[src/rtl/fp_align_add_pkg.sv]
// Shared single-precision constants, stage bundles and result-pattern helpers for
// the align/add back end.
package fp_align_add_pkg;

    localparam int FP_MW      = 24;
    localparam int FP_EW      = 8;
    localparam int FP_DW      = 8;
    localparam int FP_EXP_MAX = 255;
    localparam int FP_GRS_W   = 3;
    localparam int FP_AW      = FP_MW + FP_GRS_W;
    localparam int FP_SW      = FP_AW + 1;
    // Two extra bits so both exponent wrap directions stay visible as signed values
    localparam int FP_XW      = FP_EW + 2;
    localparam int FP_LW      = $clog2(FP_AW + 1);

    typedef struct packed {
        logic [FP_MW-1:0] a;
        logic [FP_EW-1:0] ae;
        logic             a_sign;
        logic             b_sign;
        logic [FP_AW-1:0] bx;
    } s1_t;

    typedef struct packed {
        logic [FP_SW-1:0] m;
        logic             sign;
        logic [FP_EW-1:0] ae;
    } s2_t;

    typedef struct packed {
        logic        ovf;
        logic        unf;
        logic [31:0] z;
    } s3_t;

    function automatic logic [31:0] fp_inf(input logic sign);
        return {sign, FP_EW'(FP_EXP_MAX), (FP_MW-1)'(0)};
    endfunction

    function automatic logic [31:0] fp_zero(input logic sign);
        return {sign, 31'h0};
    endfunction

endpackage

[src/rtl/fp_align_add_lzc.sv]
// Combinational leading-zero counter; returns W when the input is all zero.
module fp_lzc #(
    parameter int W  = 27,
    parameter int CW = $clog2(W + 1)
) (
    input  logic [W-1:0]  i_x,
    output logic [CW-1:0] o_cnt
);

    always_comb begin
        o_cnt = CW'(W);
        // Ascending scan: the highest set bit is the last one to write o_cnt
        for (int i = 0; i < W; i++) begin
            if (i_x[i]) begin
                o_cnt = CW'(W - 1 - i);
            end
        end
    end

endmodule

[src/rtl/fp_align_add.sv]
// Align / add-sub / normalize-round back end producing a packed single, three
// register stages with a collapsing valid/ready chain.
module fp_align_add
    import fp_align_add_pkg::*;
(
    input  logic             CLK,
    input  logic             RST_N,
    input  logic             IN_VALID,
    output logic             IN_READY,
    input  logic [FP_MW-1:0] A,
    input  logic [FP_MW-1:0] B,
    input  logic [FP_EW-1:0] AE,
    input  logic [FP_EW-1:0] BE,
    input  logic             AS,
    input  logic             BS,
    input  logic [FP_DW-1:0] D,
    output logic             OUT_VALID,
    input  logic             OUT_READY,
    output logic [31:0]      Z,
    output logic             OVF,
    output logic             UNF
);

    logic w_adv1, w_adv2, w_adv3;
    logic r_v1, r_v2, r_v3;
    s1_t  w_s1, r_s1;
    s2_t  w_s2, r_s2;
    s3_t  w_s3, r_s3;

    assign w_adv3   = ~r_v3 | OUT_READY;
    assign w_adv2   = ~r_v2 | w_adv3;
    assign w_adv1   = ~r_v1 | w_adv2;
    assign IN_READY = w_adv1;

    // ---------------- S1: align B ----------------
    logic [2*FP_AW-1:0] w_b_wide;
    logic [FP_AW-1:0]   w_bx;
    logic               w_be_unused;

    assign w_b_wide    = {B, {FP_GRS_W{1'b0}}, {FP_AW{1'b0}}} >> D;
    // BE only matters upstream; D already carries AE-BE
    assign w_be_unused = ^BE;

    always_comb begin
        w_bx = {w_b_wide[2*FP_AW-1:FP_AW+1], |w_b_wide[FP_AW:0]};
        if (D >= FP_DW'(FP_AW)) begin
            w_bx = {{(FP_AW-1){1'b0}}, |B};
        end
    end

    always_comb begin
        w_s1        = '0;
        w_s1.a      = A;
        w_s1.ae     = AE;
        w_s1.a_sign = AS;
        w_s1.b_sign = BS;
        w_s1.bx     = w_bx;
    end

    always_ff @(posedge CLK or negedge RST_N) begin
        if (!RST_N) begin
            r_v1 <= 1'b0;
            r_s1 <= '0;
        end else if (w_adv1) begin
            r_v1 <= IN_VALID;
            r_s1 <= w_s1;
        end
    end

    // ---------------- S2: magnitude add/sub ----------------
    logic [FP_SW-1:0] w_sum, w_dif;

    assign w_sum = {1'b0, r_s1.a, {FP_GRS_W{1'b0}}} + {1'b0, r_s1.bx};
    assign w_dif = {1'b0, r_s1.a, {FP_GRS_W{1'b0}}} - {1'b0, r_s1.bx};

    always_comb begin
        w_s2      = '0;
        w_s2.ae   = r_s1.ae;
        w_s2.sign = r_s1.a_sign;
        w_s2.m    = w_sum;
        if (r_s1.a_sign ^ r_s1.b_sign) begin
            w_s2.m = w_dif;
            // Only reachable with D=0 and B>A: the result takes B's sign
            if (w_dif[FP_SW-1]) begin
                w_s2.m    = -w_dif;
                w_s2.sign = r_s1.b_sign;
            end
        end
    end

    always_ff @(posedge CLK or negedge RST_N) begin
        if (!RST_N) begin
            r_v2 <= 1'b0;
            r_s2 <= '0;
        end else if (w_adv2) begin
            r_v2 <= r_v1;
            r_s2 <= w_s2;
        end
    end

    // ---------------- S3: normalize, round, pack ----------------
    logic [FP_LW-1:0]        w_lzc;
    logic [FP_AW-1:0]        w_norm;
    logic signed [FP_XW-1:0] w_exp_n, w_exp_r;
    logic [FP_MW:0]          w_rnd;
    logic [FP_MW-1:0]        w_mant;
    logic                    w_inc;

    fp_lzc #(.W(FP_AW)) u_lzc (
        .i_x   (r_s2.m[FP_AW-1:0]),
        .o_cnt (w_lzc)
    );

    always_comb begin
        w_norm  = r_s2.m[FP_AW-1:0] << w_lzc;
        w_exp_n = FP_XW'(r_s2.ae) - FP_XW'(w_lzc);
        if (r_s2.m[FP_SW-1]) begin
            w_norm  = {r_s2.m[FP_SW-1:2], r_s2.m[1] | r_s2.m[0]};
            w_exp_n = FP_XW'(r_s2.ae) + FP_XW'(1);
        end

        w_inc   = w_norm[2] & (w_norm[1] | w_norm[0] | w_norm[3]);
        w_rnd   = {1'b0, w_norm[FP_AW-1:FP_GRS_W]} + (FP_MW+1)'(w_inc);
        w_mant  = w_rnd[FP_MW-1:0];
        w_exp_r = w_exp_n;
        if (w_rnd[FP_MW]) begin
            w_mant  = w_rnd[FP_MW:1];
            w_exp_r = w_exp_n + FP_XW'(1);
        end

        w_s3     = '0;
        w_s3.z   = {r_s2.sign, w_exp_r[FP_EW-1:0], w_mant[FP_MW-2:0]};
        if (r_s2.m == '0) begin
            w_s3.z = fp_zero(1'b0);
        end else if (w_exp_r >= FP_XW'(FP_EXP_MAX)) begin
            w_s3.z   = fp_inf(r_s2.sign);
            w_s3.ovf = 1'b1;
        end else if (w_exp_r <= FP_XW'(0)) begin
            w_s3.z   = fp_zero(r_s2.sign);
            w_s3.unf = 1'b1;
        end
    end

    always_ff @(posedge CLK or negedge RST_N) begin
        if (!RST_N) begin
            r_v3 <= 1'b0;
            r_s3 <= '0;
        end else if (w_adv3) begin
            r_v3 <= r_v2;
            r_s3 <= w_s3;
        end
    end

    assign OUT_VALID = r_v3;
    assign Z         = r_s3.z;
    assign OVF       = r_s3.ovf;
    assign UNF       = r_s3.unf | (w_be_unused & 1'b0);

endmodule

[config.mk]
export PLATFORM = sky130hd
export DESIGN_NAME = fp_align_add
export DESIGN_NICKNAME = d
export VERILOG_FILES = /design/src/rtl/fp_align_add_pkg.sv /design/src/rtl/fp_align_add_lzc.sv /design/src/rtl/fp_align_add.sv
export SDC_FILE = /design/constraint.sdc
export NUM_CORES = 1
export LEC_CHECK = 0
export ABC_CLOCK_PERIOD_IN_PS = 13850
export CORE_ASPECT_RATIO = 0.5
export CORE_MARGIN = 2
export CORE_UTILIZATION = 39
export DETAILED_ROUTE_END_ITERATION = 10
export GPL_ROUTABILITY_DRIVEN = 0
export SLEW_MARGIN = 20
export SYNTH_ARGS = -nofsm -noshare
export SYNTH_HDL_FRONTEND = slang
export SYNTH_SLANG_ARGS = --single-unit
export TNS_END_PERCENT = 5
[constraint.sdc]
create_clock -name CLK -period 13.85 [get_ports CLK]
set_input_delay 2.77 -clock CLK [delete_from_list [all_inputs] [get_ports CLK]]
set_output_delay 2.77 -clock CLK [all_outputs]
set_load 0.03 [all_outputs]
# After elaboration in Yosys (flattened, before gate mapping)
# Index checks and enable logic that the tools add are counted.
# word_totals
in_bits,78
output_inout_bits,36
reg_bits,135
# classes
mux,40
magnitude_cmp,3
addsub,7
n_reduce_logical,3
n_shift,2
bitwise_logic,11
# ops
op,count
$mux W5,16
$mux W32,2
$mux W29,2
$mux W27,2
$shr A54 B8 Y54,1
$mux W33,1
$mux W4,8
$add A27 B27 Y28,1
$logic_not A28 Y1,1
$neg A28 Y28,1
$reduce_or A28 Y1,1
$sub A27 B27 Y28,1
$shl A27 B5 Y27,1
$add A24 B1 Y25,1
$reduce_or A24 Y1,1
$mux W23,1
$mux W10,2
$add A10 B2 Y10 const B,1
$ge A10 B9 Y1 const B,1
$le A10 B1 Y1 const B,1
$add A8 B1 Y9 const B,1
$sub A8 B5 Y9,1
$ge A8 B5 Y1 const B,1
$mux W2,3
5 further kinds,14

# Longest topological paths before layout
# logic_depth
depth_word,38
ltp_mapped,25
mapped_depth_nobuf,20

# Modules after synthesis
# A second synthesis with hierarchy kept.
# unflattened
hier_cells,1662
hier_area_um2,13519.2
# by_module_without_submodules
mod,area_each_um2,cells_each,instances,seq_area_each_um2
fp_align_add,13241.4,1611,1,3378.2
fp_lzc,277.8,51,1,0.0

# Least setup slack after synthesis
# Ideal clock, no wire load.
# synth_timing
path_kind,input port to output port
from,input OUT_READY
to,output IN_READY
path_stages,5
n_path_buf,2
arrival_ps,3718
setup_slack_ps,7362
path_cell_list,nor2b_1 and3_1 clkbuf_1 clkinv_1 clkbuf_1
# synth_via
elab_chain_len,3
# synth_rtl
item,line_no,source
from (decl),fp_align_add.sv:18,"input logic OUT_READY,"
$or A1 B1 Y1,fp_align_add.sv:30,assign w_adv3 = ~r_v3 | OUT_READY;
$or A1 B1 Y1,fp_align_add.sv:31,assign w_adv2 = ~r_v2 | w_adv3;
$or A1 B1 Y1,fp_align_add.sv:32,assign w_adv1 = ~r_v1 | w_adv2;
to (decl),fp_align_add.sv:9,"output logic IN_READY,"
# No other way between the ends.

# Worst setup path after layout
# Ends and elaborated chain as after synthesis.

==> summary.md <==
| Metric | Value |
|---|---|
| Share of the synthesized area in the top cell type | `24.4%` |
| WHS Endpoint | `r_s1[33]` |
| Routed len/inst | `18.0 µm` |
| CP endpoint kind | `output pin` |
| CTS tree | `done` |
| Final setup fails | `0` |
| Final period util | `55.9%` |
| Leakage | `6.36 nW` |
| Min-delay src | `r_s1[33]` |
| Share of layout cells above drive strength 1 | `8.90%` |
| Status | `complete, no violations` |
| Crit path kind | `in2out` |
| Warnings, synthesis | `0` |
| Final #Nets | `1,936` |
| Critical Path AT | `~5.0 ns` |
| Reg2reg path depth | `21` |
| Area grow syn2layout | `14.0%` |
| CP max stage cell | `clkdlybuf4s50_1` |
| Reg2Reg Capture Point | `Z[16]` |
| Clock Latency Late Sink | `approximately 0.45 ns` |
| Fin. Hold Viols | `0` |
| Peak supply drop | `0.115 mV` |
| Clk slew on worst S/H paths | `around 0.06 ns` |
| Diode count | `0` |
| Worst path bufs/invs | `5` |
| Core Rows | `48` |
| Max_slew headroom | `between 20% and 30%` |
| Die Height | `137 µm` |
| Synthesized net count | `1,905` |
| CTS Buf Count | `17` |
| Vias in the first global route | `12,300` |
| #FFs+latches synth | `135` |
| RSZ-0062 raised after global routing | `no` |
| Core area | `around 35,000 µm²` |
| Most common cell after layout, fill and taps aside | `nand2_1` |
| Port Buf Inserts | `105` |
| WP data required | `11.08 ns` |
| Root buf cell | `clkbuf_16` |
| Initial antenna violation count | `0` |
| Pwr Density | `175 nW/µm²` |
| Final non-filler cell area | `15,800 µm²` |
| Most used cells in the layout excluding fill and tap cells | `284 x nand2_1, 137 x nor2_1, 135 x dfrtp_1, 104 x o21ai_0, 104 x clkdlybuf4s50_1` |
| Hold WS | `around 0.47 ns` |
| Mapped Area | `approximately 14,000 µm²` |
| Dpl ws | `between 6 and 7 ns` |
| Initial Util | `39.9%` |
| Sequential element share of the synthesized area | `24.4%` |
| Setup bufs post-CTS | `0` |
| Total Wirelength | `41,100 µm` |
| Synth top area cells | `dfrtp_1 24%, nand2_1 7.7%, ha_1 5.2%` |
| Number of synthesized flops with an enable pin | `0` |
| Bufs on Longest Clock Path | `2` |
| Max Clock Freq | `0.129 GHz` |
| Critical Path Start Type | `primary input` |
| Final slew viol count | `0` |
| Global-route wire length before repair | `67,400 µm` |
| Post-Syn Area per Cell | `7.85 µm²` |
| Fin util | `45.5%` |
| Worst Max-Slew Pin Slew | `between 1 and 1.5 ns` |
| HP Class | `reg2reg` |
| Post-Syn Instances | `approximately 1,800` |
| Final instance count without filler cells | `2,284` |
| First DRT Iteration DRCs | `around 1,600` |
| PnR Total Power | `between 2 and 3 mW` |
| Top_reg_cell synth | `dfrtp_1` |
| Worst reg2reg startpoint | `r_s2[31]` |
| Total grt overflow | `0` |
| CP max FO | `41` |
| Via count of the routed design | `~13,000` |
| Pin count of the biggest net entering global routing | `72` |
| Cells on Worst Hold Path | `2` |
| Die area | `37,200 µm²` |
| Max-Cap Viols | `0` |
| Final ANT Viol Nets | `0` |
| Netlist cell types | `110` |
| Worst R2R Setup Slack | `6.67 ns` |
| Crit-path cells | `clkdlybuf4s50_1 > nor2b_2 > buf_4 > and3_1 > buf_4 > inv_2 > clkdlybuf4s50_1` |
| Die width | `271 µm` |
| DP Cell Count | `2,254` |
| Period minus WS final | `around 7.7 ns` |
| H-tree depth | `4` |
| Delay-heaviest family, CP | `buffers and inverters` |
| Leading area contributor after synthesis | `dfrtp_1` |
| # DRC | `0` |
| Layout fillers | `~3,500` |
| Fin Setup TNS | `0 ns` |
| Async S/R FF share, synth | `100%` |
| PnR worst setup slack | `about 6.1 ns` |
| Skew final | `0.0131 ns` |
| Vias per cell | `a little under 6` |
| Tot GR Track Use | `about 22%` |
| Slowest stage delay, CP | `about 0.6 ns` |
| Number of top-level pins | `114` |
| Post-detail-place hpwl | `31,000 µm` |
| DP Area | `15,200 µm²` |
| Post-CTS resize count | `0` |
| CTS sink count | `135` |
| Hold Buf Count CTS | `0` |
| DRT Pass-1 Iters | `6` |
metal layers:
layer	share of wire (%)	vias up	track usage, %
met4	1.8	0	5.40
met5	0	-	0
li1	-	6511	-
met3	6.7	70	4.13
met1	49	6251	33.1
met2	42	509	33.7
sequential cells by signal, summed over array words and instances, names as in the netlist:
register / count
UNF: 1
r_v2: 1
OVF: 1
OUT_VALID: 1
Z: 32
r_s1: 61
r_v1: 1
r_s2: 37
cells in the mapped netlist, types with 9 or more instances:
master    instances
a211oi_1         24
a21oi_1          97
a221oi_1          9
a31oi_1          18
and2_1           10
and3_1           12
buf_1             9
buf_2            16
clkbuf_1         80
dfrtp_1         135
ha_1             58
inv_1            75
mux2_2           12
mux2i_1          51
mux4_2           18
nand2_1         284
nand2b_1         36
nand3_1          23
nand4_1          15
nor2_1          137
nor2b_1          21
nor3_1           58
nor4_1           25
o211a_1           9
o211ai_1         18
o21a_1           14
o21ai_0         105
o221ai_1          9
o22ai_1          32
o31ai_1          19
o32ai_1           9
o41ai_2          13
or2_2            11
or3_1            14
xnor2_1          70
xor2_1           29
where the power goes:
part / switching [mW] / total (mW) / internal [mW] / leakage, nW
registers: 0.136 / 0.621 / 0.485 / 1.67
clock network: 0.184 / 0.480 / 0.296 / 0.295
logic: 1.04 / 1.67 / 0.628 / 4.40
logic make-up (layout without fill, tap and decap cells):
kind of cell             after synthesis  in the layout  share of synthesized area [%]
AND/OR/NAND/NOR                      699            699                           24.8
AO/OA/AOI/OAI                        492            492                           25.3
XOR/XNOR                              99             99                           6.25
buffers and inverters                197            239                           5.85
multiplexers                          85             85                           7.96
flip-flops                           135            135                           24.4
adder cells (fa/ha/maj)               60             60                           5.52
tightest hold or removal path: cells and delay by family, from the launching register on:
family | cells | cell delay [ns]
flops | 1 | 0.34
simple gates | 2 | 0.09
layout make-up:
cell class,count,area [µm²],share of cell area [%]
clock buffers,20,467,2.95
clock inverters,10,145,0.918
inverters,84,315,1.99
multi-input cells,1435,9710,61.4
flip-flops and latches,135,3380,21.4
well taps,475,594,3.76
repair buffers,125,1200,7.61
how the worst max path moves through the flow:
stage              start  slack [ns]  cells past startpoint       end
3_3_place_gp   OUT_READY        6.08                      7  IN_READY
6_report       OUT_READY        6.11                      7  IN_READY
4_1_cts        OUT_READY        6.08                      7  IN_READY
2_1_floorplan  OUT_READY        7.36                      5  IN_READY
3_5_place_dp   OUT_READY        6.09                      7  IN_READY
5_1_grt        OUT_READY        5.96                      7  IN_READY
(Power assumes the default switching activity.)
